==> config.mk <==
export PLATFORM = sky130hd
export DESIGN_NAME = muldiv_ctrl
export DESIGN_NICKNAME = d
export VERILOG_FILES = /design/src/rtl/muldiv_ctrl.sv
export SDC_FILE = /design/constraint.sdc
export NUM_CORES = 1
export LEC_CHECK = 0
export ABC_AREA = 1
export BUFFER_PORTS_ARGS = -buffer_cell sky130_fd_sc_hd__buf_2
export CAP_MARGIN = 20
export CORE_ASPECT_RATIO = 2
export CORE_MARGIN = 3
export CORE_UTILIZATION = 62
export CTS_BUF_LIST = sky130_fd_sc_hd__clkbuf_16
export CTS_CLUSTER_DIAMETER = 30
export DETAILED_ROUTE_END_ITERATION = 8
export GPL_TIMING_DRIVEN = 0
export PLACE_DENSITY = 0.93
export SKIP_LAST_GASP = 1
export SYNTH_ARGS = -nofsm -noshare
export SYNTH_HDL_FRONTEND = slang
export SYNTH_SLANG_ARGS = --single-unit
export TNS_END_PERCENT = 5
==> constraint.sdc <==
create_clock -name clk -period 5 [get_ports clk]
set_clock_uncertainty 0.2 [all_clocks]
set_input_delay 0.25 -clock clk [delete_from_list [all_inputs] [get_ports clk]]
set_output_delay 0.25 -clock clk [all_outputs]
set_load 0.1 [all_outputs]
==> src/rtl/muldiv_ctrl.sv <==
// muldiv_ctrl: HI/LO owner and iterative multiply/divide sequencer for the
// MIPS execute stage. Multiply is 1-bit/cycle shift-add, divide is 1-bit/cycle
// restoring; signed ops run on magnitudes and are corrected in a FIX cycle.
module muldiv_ctrl #(
  parameter int WIDTH = 32
) (
  input  logic             clk,
  input  logic             rst,
  input  logic             op_valid,
  input  logic [5:0]       funct,
  input  logic [WIDTH-1:0] rs_val,
  input  logic [WIDTH-1:0] rt_val,
  input  logic             pipe_stall,
  output logic             stall_out,
  output logic             busy,
  output logic [WIDTH-1:0] mf_data,
  output logic [WIDTH-1:0] hi_out,
  output logic [WIDTH-1:0] lo_out
);

  localparam int CW = (WIDTH > 1) ? $clog2(WIDTH) : 1;

  localparam logic [5:0] F_MFHI  = 6'h10;
  localparam logic [5:0] F_MTHI  = 6'h11;
  localparam logic [5:0] F_MFLO  = 6'h12;
  localparam logic [5:0] F_MTLO  = 6'h13;
  localparam logic [5:0] F_MULT  = 6'h18;
  localparam logic [5:0] F_MULTU = 6'h19;
  localparam logic [5:0] F_DIV   = 6'h1A;
  localparam logic [5:0] F_DIVU  = 6'h1B;

  typedef enum logic [1:0] {S_IDLE, S_ITER, S_FIX} state_e;

  state_e             state_q, state_d;
  // acc holds {partial product, multiplier} or {remainder, dividend/quotient}
  logic [2*WIDTH-1:0] acc_q, acc_d;
  // opb holds the multiplicand or divisor magnitude
  logic [WIDTH-1:0]   opb_q, opb_d;
  logic [CW-1:0]      cnt_q, cnt_d;
  logic               is_div_q, is_div_d;
  logic               neg_q, neg_d;     // product / quotient needs negation
  logic               rneg_q, rneg_d;   // remainder takes the dividend sign
  logic               dz_q, dz_d;       // divide by zero, acc low holds raw rs
  logic [WIDTH-1:0]   hi_q, hi_d, lo_q, lo_d, mf_q, mf_d;

  logic               muldiv_op, accept, sgn;
  logic [WIDTH-1:0]   rs_abs, rt_abs;
  logic [WIDTH:0]     mul_sum, div_shift, div_trial;
  logic [2*WIDTH-1:0] prod_fix;
  logic [WIDTH-1:0]   q_fix, r_fix;

  // Decode, handshake and operand magnitudes
  always_comb begin
    muldiv_op = op_valid & (funct inside {F_MULT, F_MULTU, F_DIV, F_DIVU,
                                          F_MFHI, F_MTHI, F_MFLO, F_MTLO});
    busy      = (state_q != S_IDLE);
    stall_out = muldiv_op & busy;
    accept    = muldiv_op & ~busy & ~pipe_stall;
    sgn       = ~funct[0];
    rs_abs    = (sgn & rs_val[WIDTH-1]) ? -rs_val : rs_val;
    rt_abs    = (sgn & rt_val[WIDTH-1]) ? -rt_val : rt_val;
  end

  // One iteration step of each datapath plus the sign fix-up results
  always_comb begin
    mul_sum   = {1'b0, acc_q[2*WIDTH-1:WIDTH]}
              + {1'b0, (acc_q[0] ? opb_q : {WIDTH{1'b0}})};
    div_shift = acc_q[2*WIDTH-1:WIDTH-1];
    div_trial = div_shift - {1'b0, opb_q};
    prod_fix  = neg_q ? -acc_q : acc_q;
    q_fix     = neg_q ? -acc_q[WIDTH-1:0] : acc_q[WIDTH-1:0];
    r_fix     = rneg_q ? -acc_q[2*WIDTH-1:WIDTH] : acc_q[2*WIDTH-1:WIDTH];
  end

  // Next-state, datapath and HI/LO update
  always_comb begin
    state_d  = state_q;
    acc_d    = acc_q;
    opb_d    = opb_q;
    cnt_d    = cnt_q;
    is_div_d = is_div_q;
    neg_d    = neg_q;
    rneg_d   = rneg_q;
    dz_d     = dz_q;
    hi_d     = hi_q;
    lo_d     = lo_q;
    mf_d     = mf_q;
    unique case (state_q)
      S_IDLE: begin
        if (accept) begin
          unique case (funct)
            F_MULT, F_MULTU, F_DIV, F_DIVU: begin
              is_div_d = funct[1];
              neg_d    = sgn & (rs_val[WIDTH-1] ^ rt_val[WIDTH-1]);
              rneg_d   = sgn & rs_val[WIDTH-1];
              opb_d    = rt_abs;
              cnt_d    = CW'(WIDTH-1);
              dz_d     = funct[1] & (rt_val == '0);
              if (funct[1] && rt_val == '0) begin
                acc_d   = {{WIDTH{1'b0}}, rs_val};
                state_d = S_FIX;
              end else begin
                acc_d   = {{WIDTH{1'b0}}, rs_abs};
                state_d = S_ITER;
              end
            end
            F_MFHI:  mf_d = hi_q;
            F_MFLO:  mf_d = lo_q;
            F_MTHI:  hi_d = rs_val;
            F_MTLO:  lo_d = rs_val;
            default: ;
          endcase
        end
      end
      S_ITER: begin
        if (is_div_q) begin
          if (div_trial[WIDTH])
            acc_d = {div_shift[WIDTH-1:0], acc_q[WIDTH-2:0], 1'b0};
          else
            acc_d = {div_trial[WIDTH-1:0], acc_q[WIDTH-2:0], 1'b1};
        end else begin
          acc_d = {mul_sum, acc_q[WIDTH-1:1]};
        end
        if (cnt_q == '0) state_d = S_FIX;
        else             cnt_d   = cnt_q - 1'b1;
      end
      S_FIX: begin
        if (dz_q) begin
          hi_d = acc_q[WIDTH-1:0];
          lo_d = {WIDTH{1'b1}};
        end else if (is_div_q) begin
          hi_d = r_fix;
          lo_d = q_fix;
        end else begin
          hi_d = prod_fix[2*WIDTH-1:WIDTH];
          lo_d = prod_fix[WIDTH-1:0];
        end
        state_d = S_IDLE;
      end
      default: state_d = S_IDLE;
    endcase
  end

  // State registers; reset aborts any operation in flight
  always_ff @(posedge clk) begin
    if (rst) begin
      state_q  <= S_IDLE;
      acc_q    <= '0;
      opb_q    <= '0;
      cnt_q    <= '0;
      is_div_q <= 1'b0;
      neg_q    <= 1'b0;
      rneg_q   <= 1'b0;
      dz_q     <= 1'b0;
      hi_q     <= '0;
      lo_q     <= '0;
      mf_q     <= '0;
    end else begin
      state_q  <= state_d;
      acc_q    <= acc_d;
      opb_q    <= opb_d;
      cnt_q    <= cnt_d;
      is_div_q <= is_div_d;
      neg_q    <= neg_d;
      rneg_q   <= rneg_d;
      dz_q     <= dz_d;
      hi_q     <= hi_d;
      lo_q     <= lo_d;
      mf_q     <= mf_d;
    end
  end

  // MF result is combinational on accept, otherwise the last value read
  always_comb begin
    if (accept && funct == F_MFHI)      mf_data = hi_q;
    else if (accept && funct == F_MFLO) mf_data = lo_q;
    else                                mf_data = mf_q;
    hi_out = hi_q;
    lo_out = lo_q;
  end

endmodule

==> impl_results.md, run 1 <==
* Number of flops mapped to enable cells by yosys at 0
* Result of the run: stopped before the end
* Predominant post-synthesis flop cell: sky130_fd_sc_hd__dfxtp_1
* Post-synthesis register bit count at 203
* Average footprint of a synthesized cell at 5.66 µm²
* Detail Placement HPWL at 77600 µm
* Ports at 172
* Share of flip-flops with an asynchronous set or reset after synthesis at 0%
* Total number of clock tree sinks at 203
* Postcts setup bufs at 0
* Gate Count Post-Synth at 3335
* GRT overflow at 551
* Initial Util at 63.4%
* Chip height at 253 µm
* Total number of placement rows at 89
* Clock root buffer: sky130_fd_sc_hd__clkbuf_16
* Max Buffers Root-to-Sink at 3
* Syn Nets at 3481
* Die span in x at 129 µm
* Pin count of the biggest net entering global routing at 17
* Post-synthesis sequential area ratio at 21.5%
* Global routing usage summed across all routing layers at 79.5%
* GP Congestion at 1.23
* Number of distinct library cell variants in the gate-level netlist after synthesis at 58
* Number of CTS-inserted buffers at 31
* Area of the mapped netlist at 18900 µm²
* Via count of the first global-routing pass at 29300
* First error: [ERROR GRT-0116] Global routing finished with congestion. Check the congestion regions in the DRC Viewer.
* Yosys warning count at 0
* Failing step: 5_1_grt
* # port buffers at 169
* Number of levels in the clock H-tree at 1
* First-pass GRT wire length at 203000 µm
-- per-stage QoR --
stage / worst slack, ns / std cells / util, % / cell area (µm²)
after global placement: 1.18 / 3868 / 67.8 / 20200
after CTS: 1.06 / 3995 / 73.7 / 21900
after detailed placement: 1.12 / 3869 / 67.8 / 20200
after floorplan: 0.988 / 3335 / - / 18900
-- cells in the mapped netlist, drive strengths merged (2+ instances only) --
library cell | n | share of area [%]
o21ai | 315 | 8.4
o311ai | 2 | 0.093
and3 | 3 | 0.099
dfxtp | 203 | 22
a22o | 13 | 0.60
clkbuf | 97 | 1.9
or2 | 10 | 0.33
a31oi | 19 | 0.63
nor4 | 12 | 0.40
xnor2 | 8 | 0.37
xor2 | 25 | 1.2
a21o | 6 | 0.24
nand4 | 38 | 1.3
o21a | 2 | 0.080
nand3 | 296 | 8.1
a211oi | 7 | 0.28
ha | 70 | 4.6
buf | 31 | 1.1
nand3b | 15 | 0.60
nor2 | 414 | 8.6
a21oi | 354 | 9.5
fa | 2 | 0.21
a21boi | 5 | 0.20
inv | 466 | 9.3
o22ai | 9 | 0.30
o21bai | 10 | 0.40
o31ai | 10 | 0.40
nor3 | 65 | 1.8
clkinv | 5 | 0.099
a221oi | 2 | 0.093
and2 | 6 | 0.20
o211ai | 12 | 0.48
nand2 | 800 | 16
-- kinds of logic after synthesis --
kind of cell    Yosys count  share of synthesized area (%)
compound gates          768                           21.8
xor+xnor                 33                           1.53
fa+ha+maj                72                           4.86
buf+inv                 599                           12.4
flops                   203                           21.5
simple gates           1660                           37.8
-- routing by layer --
layer | global-route usage (%) | GRT overflow
met4 | 85.1 | 157
met1 | 75.5 | 3
met2 | 100 | 386
met3 | 61.0 | 5
met5 | 19.0 | 0
-- timing repair --
| action | in CTS |
|---|---|
| endpoints found under the hold margin | 70 |
| hold buffers | 70 |
| gates resized for setup | 0 |
==> inputs of run 2 (changes only) <==
- CORE_ASPECT_RATIO: 2 -> not set
- CORE_UTILIZATION: 62 -> 40
- CTS_BUF_LIST: sky130_fd_sc_hd__clkbuf_16 -> not set
- CTS_CLUSTER_DIAMETER: 30 -> not set
- PLACE_DENSITY: 0.93 -> not set
- PLACE_DENSITY_LB_ADDON: not set -> 0.15
==> run 2 against run 1 <==
  * The flow now finishes without violations
  * Synthesized cell count stayed put
  * Synthesized area stayed put
==> impl_results.md, run 2 <==
* Post-synthesis register bit count at 203 (unchanged)
* Count of instances resized after the clock tree is built at 0 (unchanged)
* Ordered cell list for the critical path: buf_6 > clkbuf_1 > nand2_1 > inv_1 > ha_1 > inv_1 > fa_1 > inv_1 > nand3_1 > nand2_1 > inv_1 > o21ai_0 > nand2_1 > nand2_1 > nand3_1 > nand3_1 > nand3_1 > nand3_1 > a21oi_1
* Total number of placement rows at 78 (-12%)
* Cell with the biggest individual delay on the critical path: sky130_fd_sc_hd__clkbuf_1
* Pwr Density at 200 nW/µm²
* Net count, final at 3734
* Top cell family by delay on the critical path: simple AND/OR/NAND/NOR gates
* Max Buffers Root-to-Sink at 3 (unchanged)
* Slew of the pin with the lowest slew margin at 1.05 ns
* Total number of clock tree sinks at 203 (unchanged)
* Result of the run: finished, final reports clean
* Antenna diodes at 0
* Share of flip-flops with an asynchronous set or reset after synthesis at 0% (unchanged)
* Sum of negative setup slack at 0 ns
* Pin count of the biggest net entering global routing at 14
* Number of flip-flops in the largest register at 64
* Clock root buffer: sky130_fd_sc_hd__clkbuf_16
* # port buffers at 169 (unchanged)
* Chip height at 223 µm (-12%)
* Post-route minimum period at 4.00 ns
* GP Congestion at 1.00 (-19%)
* Arrival time of data at the critical path endpoint at 4.19 ns
* Average footprint of a synthesized cell at 5.66 µm² (unchanged)
* Predominant post-synthesis flop cell: sky130_fd_sc_hd__dfxtp_1
* Number of flops mapped to enable cells by yosys at 0 (unchanged)
* Startpoint kind of the worst setup timing path: flop
* Via count of the first global-routing pass at 21700
* Critical Path Stages at 19
* Area occupied by registers at 4060 µm²
* Number of filler instances in the final layout at 5124
* Area of the mapped netlist at 18900 µm² (unchanged)
* Die span in x at 223 µm (+73%)
* Final Hold Violating Endpoints at 0
* Worst Path Class, Setup: flop to flop
* CP endpoint kind: flop
* DIE AREA at 49800 µm²
* Clock tree from TritonCTS: yes
* Top cell type's share of synthesized area at 21.5% (unchanged)
* Number of levels in the clock H-tree at 1 (unchanged)
* Standard cell core area at 46000 µm²
* Leakage power total at 11.1 nW
* Worst slew margin at 29.8%
* Clock slew at reported path FFs at 0.06 ns
* Maximum frequency from static timing analysis at 250 MHz
* Cell types with the highest counts after synthesis: sky130_fd_sc_hd__nand2_1 (781), sky130_fd_sc_hd__inv_1 (451), sky130_fd_sc_hd__nor2_1 (399)
* Number of buffers and inverters on the critical path at 6
* Setup violation total in the final timing report at 0
* Cell accounting for the most synthesized area: sky130_fd_sc_hd__dfxtp_1
* Antenna Violating Nets Remaining at 0
* Top library cells by usage in the layout, fill and taps aside: sky130_fd_sc_hd__nand2_1 (781), sky130_fd_sc_hd__inv_1 (451), sky130_fd_sc_hd__nor2_1 (399)
* Detail Placement HPWL at 76100 µm (-1.8%)
* Worst path most repeated cell: sky130_fd_sc_hd__nand3_1
* Share of post-route cells with drive strength above 1 at 8.65%
* Gate Count Post-Synth at 3335 (unchanged)
* Antenna violations before repair at 0
* Most frequent cell after synthesis: sky130_fd_sc_hd__nand2_1
* Peak per-stage delay on the critical path at 0.61 ns
* First-pass GRT wire length at 134000 µm
* Required @ worst endpoint at 5.19 ns
* Final Max Tran Viols at 0
* Yosys warning count at 0 (unchanged)
* First drt pass iteration count at 6
* Vias after detailed routing at 23800
* Area added between synthesis and finish at 16.1%
* Total power at 4.39 mW
* Top register by number of flip-flops: acc_q
* GRT overflow at 0
* Routed wirelength normalized by instance count at 22.0 µm
* Unrepaired setup endpoints after global routing: no
* Syn Nets at 3481 (unchanged)
* Global routing usage summed across all routing layers at 35.3%
* Fin crit share at 79.9%
* WHS Path Cells at 4
* Most frequent standard cell in the layout excluding fill and tap cells: sky130_fd_sc_hd__nand2_1
* Number of CTS-inserted buffers at 24 (-23%)
* Insertion delay of the later-clocked pin in the worst-skew pair at 0.56 ns
* Detailed-route DRC error count at 0
* Average vias per placed instance at 5.66
* Routed wire length at 92700 µm
* Number of distinct library cell variants in the gate-level netlist after synthesis at 58 (unchanged)
* Max Fanout on Critical Path at 10
* Iteration-0 DRC count of the detailed router at 2679
* VDD IR-drop max at 315 µV
* Ports at 172 (unchanged)
* Post-synthesis sequential area ratio at 21.5% (unchanged)
* Path type of the worst min-delay path: input pin to flop
* Worst Reg2Reg Path Length in Cells at 19
* Total area of multi-input combinational cells at 12500 µm²
* Area contributors post-synth: sky130_fd_sc_hd__dfxtp_1 (22%), sky130_fd_sc_hd__nand2_1 (16%), sky130_fd_sc_hd__a21oi_1 (9.3%)
* Max capacitance violation total at 0
* Initial Util at 41.0% (-22 points)
==> run 2: timing repair <==
item,CTS,global route
hold buffers,58,0
hold endpoints to repair,76,0
buffers inserted,0,0
==> run 2: cell families after synthesis <==
kind of cell | share of synthesized area [%]
AOI/OAI and AO/OA | 21.8
xor gates and xnor gates | 1.53
adders and majority gates | 4.86
buffers and inverters | 12.4
DFF | 21.5
and+or+nand+nor | 37.8
==> run 2: stage by stage <==
step	cell area (µm²)	instances	hold slack [ns]	util (%)	setup WS [ns]
2_1_floorplan	18900	3335	0.188	-	0.988
3_5_place_dp	20500	4104	0.283	44.5	1.06
5_1_grt	21900	4206	0.0724	47.7	0.740
4_1_cts	21900	4206	0.000296	47.7	1.06
3_3_place_gp	20500	4104	0.273	44.5	1.04
6_report	21900	4206	0.00883	47.7	1.00
==> run 2: final cells by class <==
cell class	instances	share of cell area (%)
Multi-Input combinational cell	2533	56.8
Sequential cell	203	18.5
Inverter	471	8.07
Timing Repair Buffer	227	6.51
Tap cell	600	3.43
Clock buffer	30	2.99
Buffer	128	2.65
Clock inverter	14	0.977
==> run 2: routing by layer <==
metal,wire length (µm),global-route usage [%]
met4,6080,19.8
met2,42700,58.4
met1,36500,43.9
met3,7380,5.01
met5,0,0
==> run 2: worst paths after layout <==
path / start / end / slack (ns)
min: rs_val[15] / acc_q[15] / 0.009
max reg2reg: acc_q[0] / acc_q[61] / 1.00
min reg2reg: cnt_q[4] / cnt_q[4] / 0.30
max: acc_q[0] / acc_q[61] / 1.00
==> run 2: tightest hold or removal path: stages <==
cell	delay [ns]
sky130_fd_sc_hd__buf_2	0.11
sky130_fd_sc_hd__inv_1	0.09
sky130_fd_sc_hd__o21ai_0	0.19
sky130_fd_sc_hd__a21oi_1	0.06
==> run 2: report_power, final <==
group	internal (mW)	total [mW]	switching (mW)
clock	1.19	1.98	0.785
combinational	0.245	0.766	0.521
sequential	1.63	1.64	0.0154
Power figures use the tool's default switching activity.
==> inputs of run 3 (changes only) <==
- clock period: 5 -> 3.55 ns (I/O delays scaled with it)
==> run 3 against run 2 <==
  * Sequential power increased by 41%
  * Cell area increased by 0.48%
  * First-iteration DRC count decreased by 2.4%
  * Sequential share of layout area decreased by 0.089 points
  * Setup slack got worse by 0.99 ns
  * Critical path depth decreased by 3
  * Sequential cell count unchanged
  * Non-clock buffer count increased by 15
  * Count of clock-buffer cells in the layout unchanged
  * Largest cell class unchanged
  * Largest power group unchanged
==> impl_results.md, run 3 (synthesized netlist as in run 2, its figures left out) <==
* Result of the run: finished, final reports clean
* Slew of the pin with the lowest slew margin at 0.973 ns (-0.0806 ns)
* Required @ worst endpoint at 3.84 ns (-1.35 ns)
* GP Congestion at 1.01 (+1.1%)
* Routed wire length at 91800 µm (-0.97%)
* Antenna diodes at 0 (unchanged)
* # port buffers at 169 (unchanged)
* Worst slew margin at 35.2% (+5.4 points)
* Antenna violations before repair at 0 (unchanged)
* Final Hold Violating Endpoints at 0 (unchanged)
* Detail Placement HPWL at 75200 µm (-1.2%)
* Max Fanout on Critical Path at 4 (-6)
* Max Buffers Root-to-Sink at 3 (unchanged)
* Initial Util at 41.0% (unchanged)
* Setup violation total in the final timing report at 0 (unchanged)
* Total number of clock tree sinks at 203 (unchanged)
* DIE AREA at 49800 µm² (unchanged)
* Maximum frequency from static timing analysis at 283 MHz
* Area added between synthesis and finish at 16.7%
* Pwr Density at 273 nW/µm² (+36%)
* Number of CTS-inserted buffers at 25 (+4.2%)
* Iteration-0 DRC count of the detailed router at 2615 (-2.4%)
* Net count, final at 3750 (+0.43%)
* Startpoint kind of the worst setup timing path: input pin
* Global routing met1 resource utilization at 44.3% (+0.33 points)
* Leakage power total at 11.1 nW (+0.39%)
* Fin crit share at 99.6%
* Antenna Violating Nets Remaining at 0 (unchanged)
* First-pass GRT wire length at 135000 µm (+0.37%)
* Via count of the first global-routing pass at 21800 (+0.58%)
* VDD IR-drop max at 439 µV (+39%)
* Fin Hold WS at 0.0183 ns (+0.00946 ns)
* Clock root buffer: sky130_fd_sc_hd__clkbuf_16
* Worst Path Class, Setup: input pin to flop
* Most frequent standard cell in the layout excluding fill and tap cells: sky130_fd_sc_hd__nand2_1
* Sum of negative setup slack at 0 ns (unchanged)
* Number of flip-flops in the largest register at 64 (unchanged)
* Chip height at 223 µm (unchanged)
* Die span in x at 223 µm (unchanged)
* Insertion delay of the later-clocked pin in the worst-skew pair at 0.56 ns (about the same)
* Top register by number of flip-flops: acc_q
* CP endpoint kind: flop
* Standard cell core area at 46000 µm² (unchanged)
* Post-route minimum period at 3.54 ns
* Peak-usage layer in the global routing report: met2
* Clock slew at reported path FFs at 0.06 ns (about the same)
* Arrival time of data at the critical path endpoint at 3.83 ns (-0.36 ns)
* Number of levels in the clock H-tree at 1 (unchanged)
* Vias after detailed routing at 23700 (-0.52%)
* Met2 usage at 57.1% (-1.2 points)
* Ports at 172 (unchanged)
* Top library cells by usage in the layout, fill and taps aside: sky130_fd_sc_hd__nand2_1 (781), sky130_fd_sc_hd__inv_1 (451), sky130_fd_sc_hd__nor2_1 (399)
* Share of post-route cells with drive strength above 1 at 8.75% (+0.10 points)
* Total number of placement rows at 78 (unchanged)
* Global routing usage summed across all routing layers at 35.2% (about the same)
* Detailed-route DRC error count at 0 (unchanged)
* Max capacitance violation total at 0 (unchanged)
* Routed wirelength normalized by instance count at 21.7 µm (-1.3%)
* Met3 Usage GRT at 5.26% (+0.25 points)
* Area occupied by registers at 4060 µm² (unchanged)
* Number of filler instances in the final layout at 5165 (+0.80%)
* Final Max Tran Viols at 0 (unchanged)
* Unrepaired setup endpoints after global routing: yes
* GRT overflow at 0 (unchanged)
* Clock tree from TritonCTS: yes
* Total area of multi-input combinational cells at 12500 µm² (about the same)
* Pin count of the biggest net entering global routing at 19 (+5)
* First drt pass iteration count at 8 (+2)
* Path type of the worst min-delay path: input pin to flop
* Average vias per placed instance at 5.61 (-0.89%)
[run 3: changes by cell type in the layout (fill, tap and decap cells not counted)]
cell	delta
sky130_fd_sc_hd__o21ai_1	+1
sky130_fd_sc_hd__bufinv_16	-3
sky130_fd_sc_hd__clkbuf_1	-3
sky130_fd_sc_hd__clkinv_2	+5
sky130_fd_sc_hd__dlygate4sd3_1	+15
sky130_fd_sc_hd__clkbuf_8	+2
sky130_fd_sc_hd__nor3_1	-1
sky130_fd_sc_hd__buf_4	+1
sky130_fd_sc_hd__nor3_2	+1
sky130_fd_sc_hd__clkinv_4	-1
sky130_fd_sc_hd__o21ai_0	-1
[run 3: layout make-up]
type | count | share of cell area [%]
Clock inverter | 15 | 0.637
Sequential cell | 203 | 18.5
Buffer | 127 | 2.62
Timing Repair Buffer | 243 | 7.20
Inverter | 471 | 8.03
Multi-Input combinational cell | 2533 | 56.6
Clock buffer | 30 | 3.06
Tap cell | 600 | 3.41
[run 3: metrics by stage]
step,utilization [%],cell area [µm²],setup slack [ns],total power [mW],std cells
finish,47.9,22000,0.0140,6.00,4222
global placement,44.5,20500,-0.437,3.36,4104
global route,47.9,22000,-0.104,6.19,4222
CTS,47.9,22000,0.0196,5.97,4221
floorplan,-,18900,-0.316,3.01,3335
detailed placement,44.5,20500,-0.402,3.36,4104
[run 3: path summary, 6_finish.rpt]
| check | startpoint | endpoint | slack, ns | depth (start not counted) |
|---|---|---|---|---|
| worst max-delay path | rt_val[0] | acc_q[4] | 0.01 | 16 |
| worst min-delay path | rs_val[24] | acc_q[26] | 0.02 | 6 |
| worst max register to register | acc_q[31] | acc_q[53] | 0.02 | 18 |
| worst min register to register | cnt_q[4] | cnt_q[4] | 0.30 | 2 |
[run 3: where the power goes]
part	switching, mW	internal (mW)
clock network	1.10	1.50
logic	0.731	0.355
registers	0.0206	2.29
[run 3: what timing repair did]
item / 4_1_cts / 5_1_grt
pin swaps: 0 / 1
hold endpoints to repair: 116 / 0
endpoints found under the setup margin: 7 / 10
hold buffers: 73 / 0
setup buffers: 0 / 1
gates resized for setup: 0 / 1
[run 3: per-layer routing]
metal | vias up | wire length [µm]
li1 | 11500 | -
met1 | 10800 | 36500
met2 | 1184 | 41200
met3 | 270 | 7410
met4 | 0 | 6700
met5 | - | 0
[run 3: worst max-delay path, stage by stage]
cell and delay [ns]:
sky130_fd_sc_hd__dlygate4sd3_1 0.53, sky130_fd_sc_hd__buf_2 0.13, sky130_fd_sc_hd__inv_1 0.13, sky130_fd_sc_hd__ha_1 0.20, sky130_fd_sc_hd__nand3_1 0.22, sky130_fd_sc_hd__nor2_2 0.20, sky130_fd_sc_hd__nand2_1 0.13, sky130_fd_sc_hd__nor2_2 0.17
sky130_fd_sc_hd__nand4_2 0.31, sky130_fd_sc_hd__nand2_4 0.18, sky130_fd_sc_hd__nor2_1 0.05, sky130_fd_sc_hd__nand2_1 0.06, sky130_fd_sc_hd__dlygate4sd3_1 0.56, sky130_fd_sc_hd__nand3_1 0.07, sky130_fd_sc_hd__dlygate4sd3_1 0.58, sky130_fd_sc_hd__a21oi_1 0.12
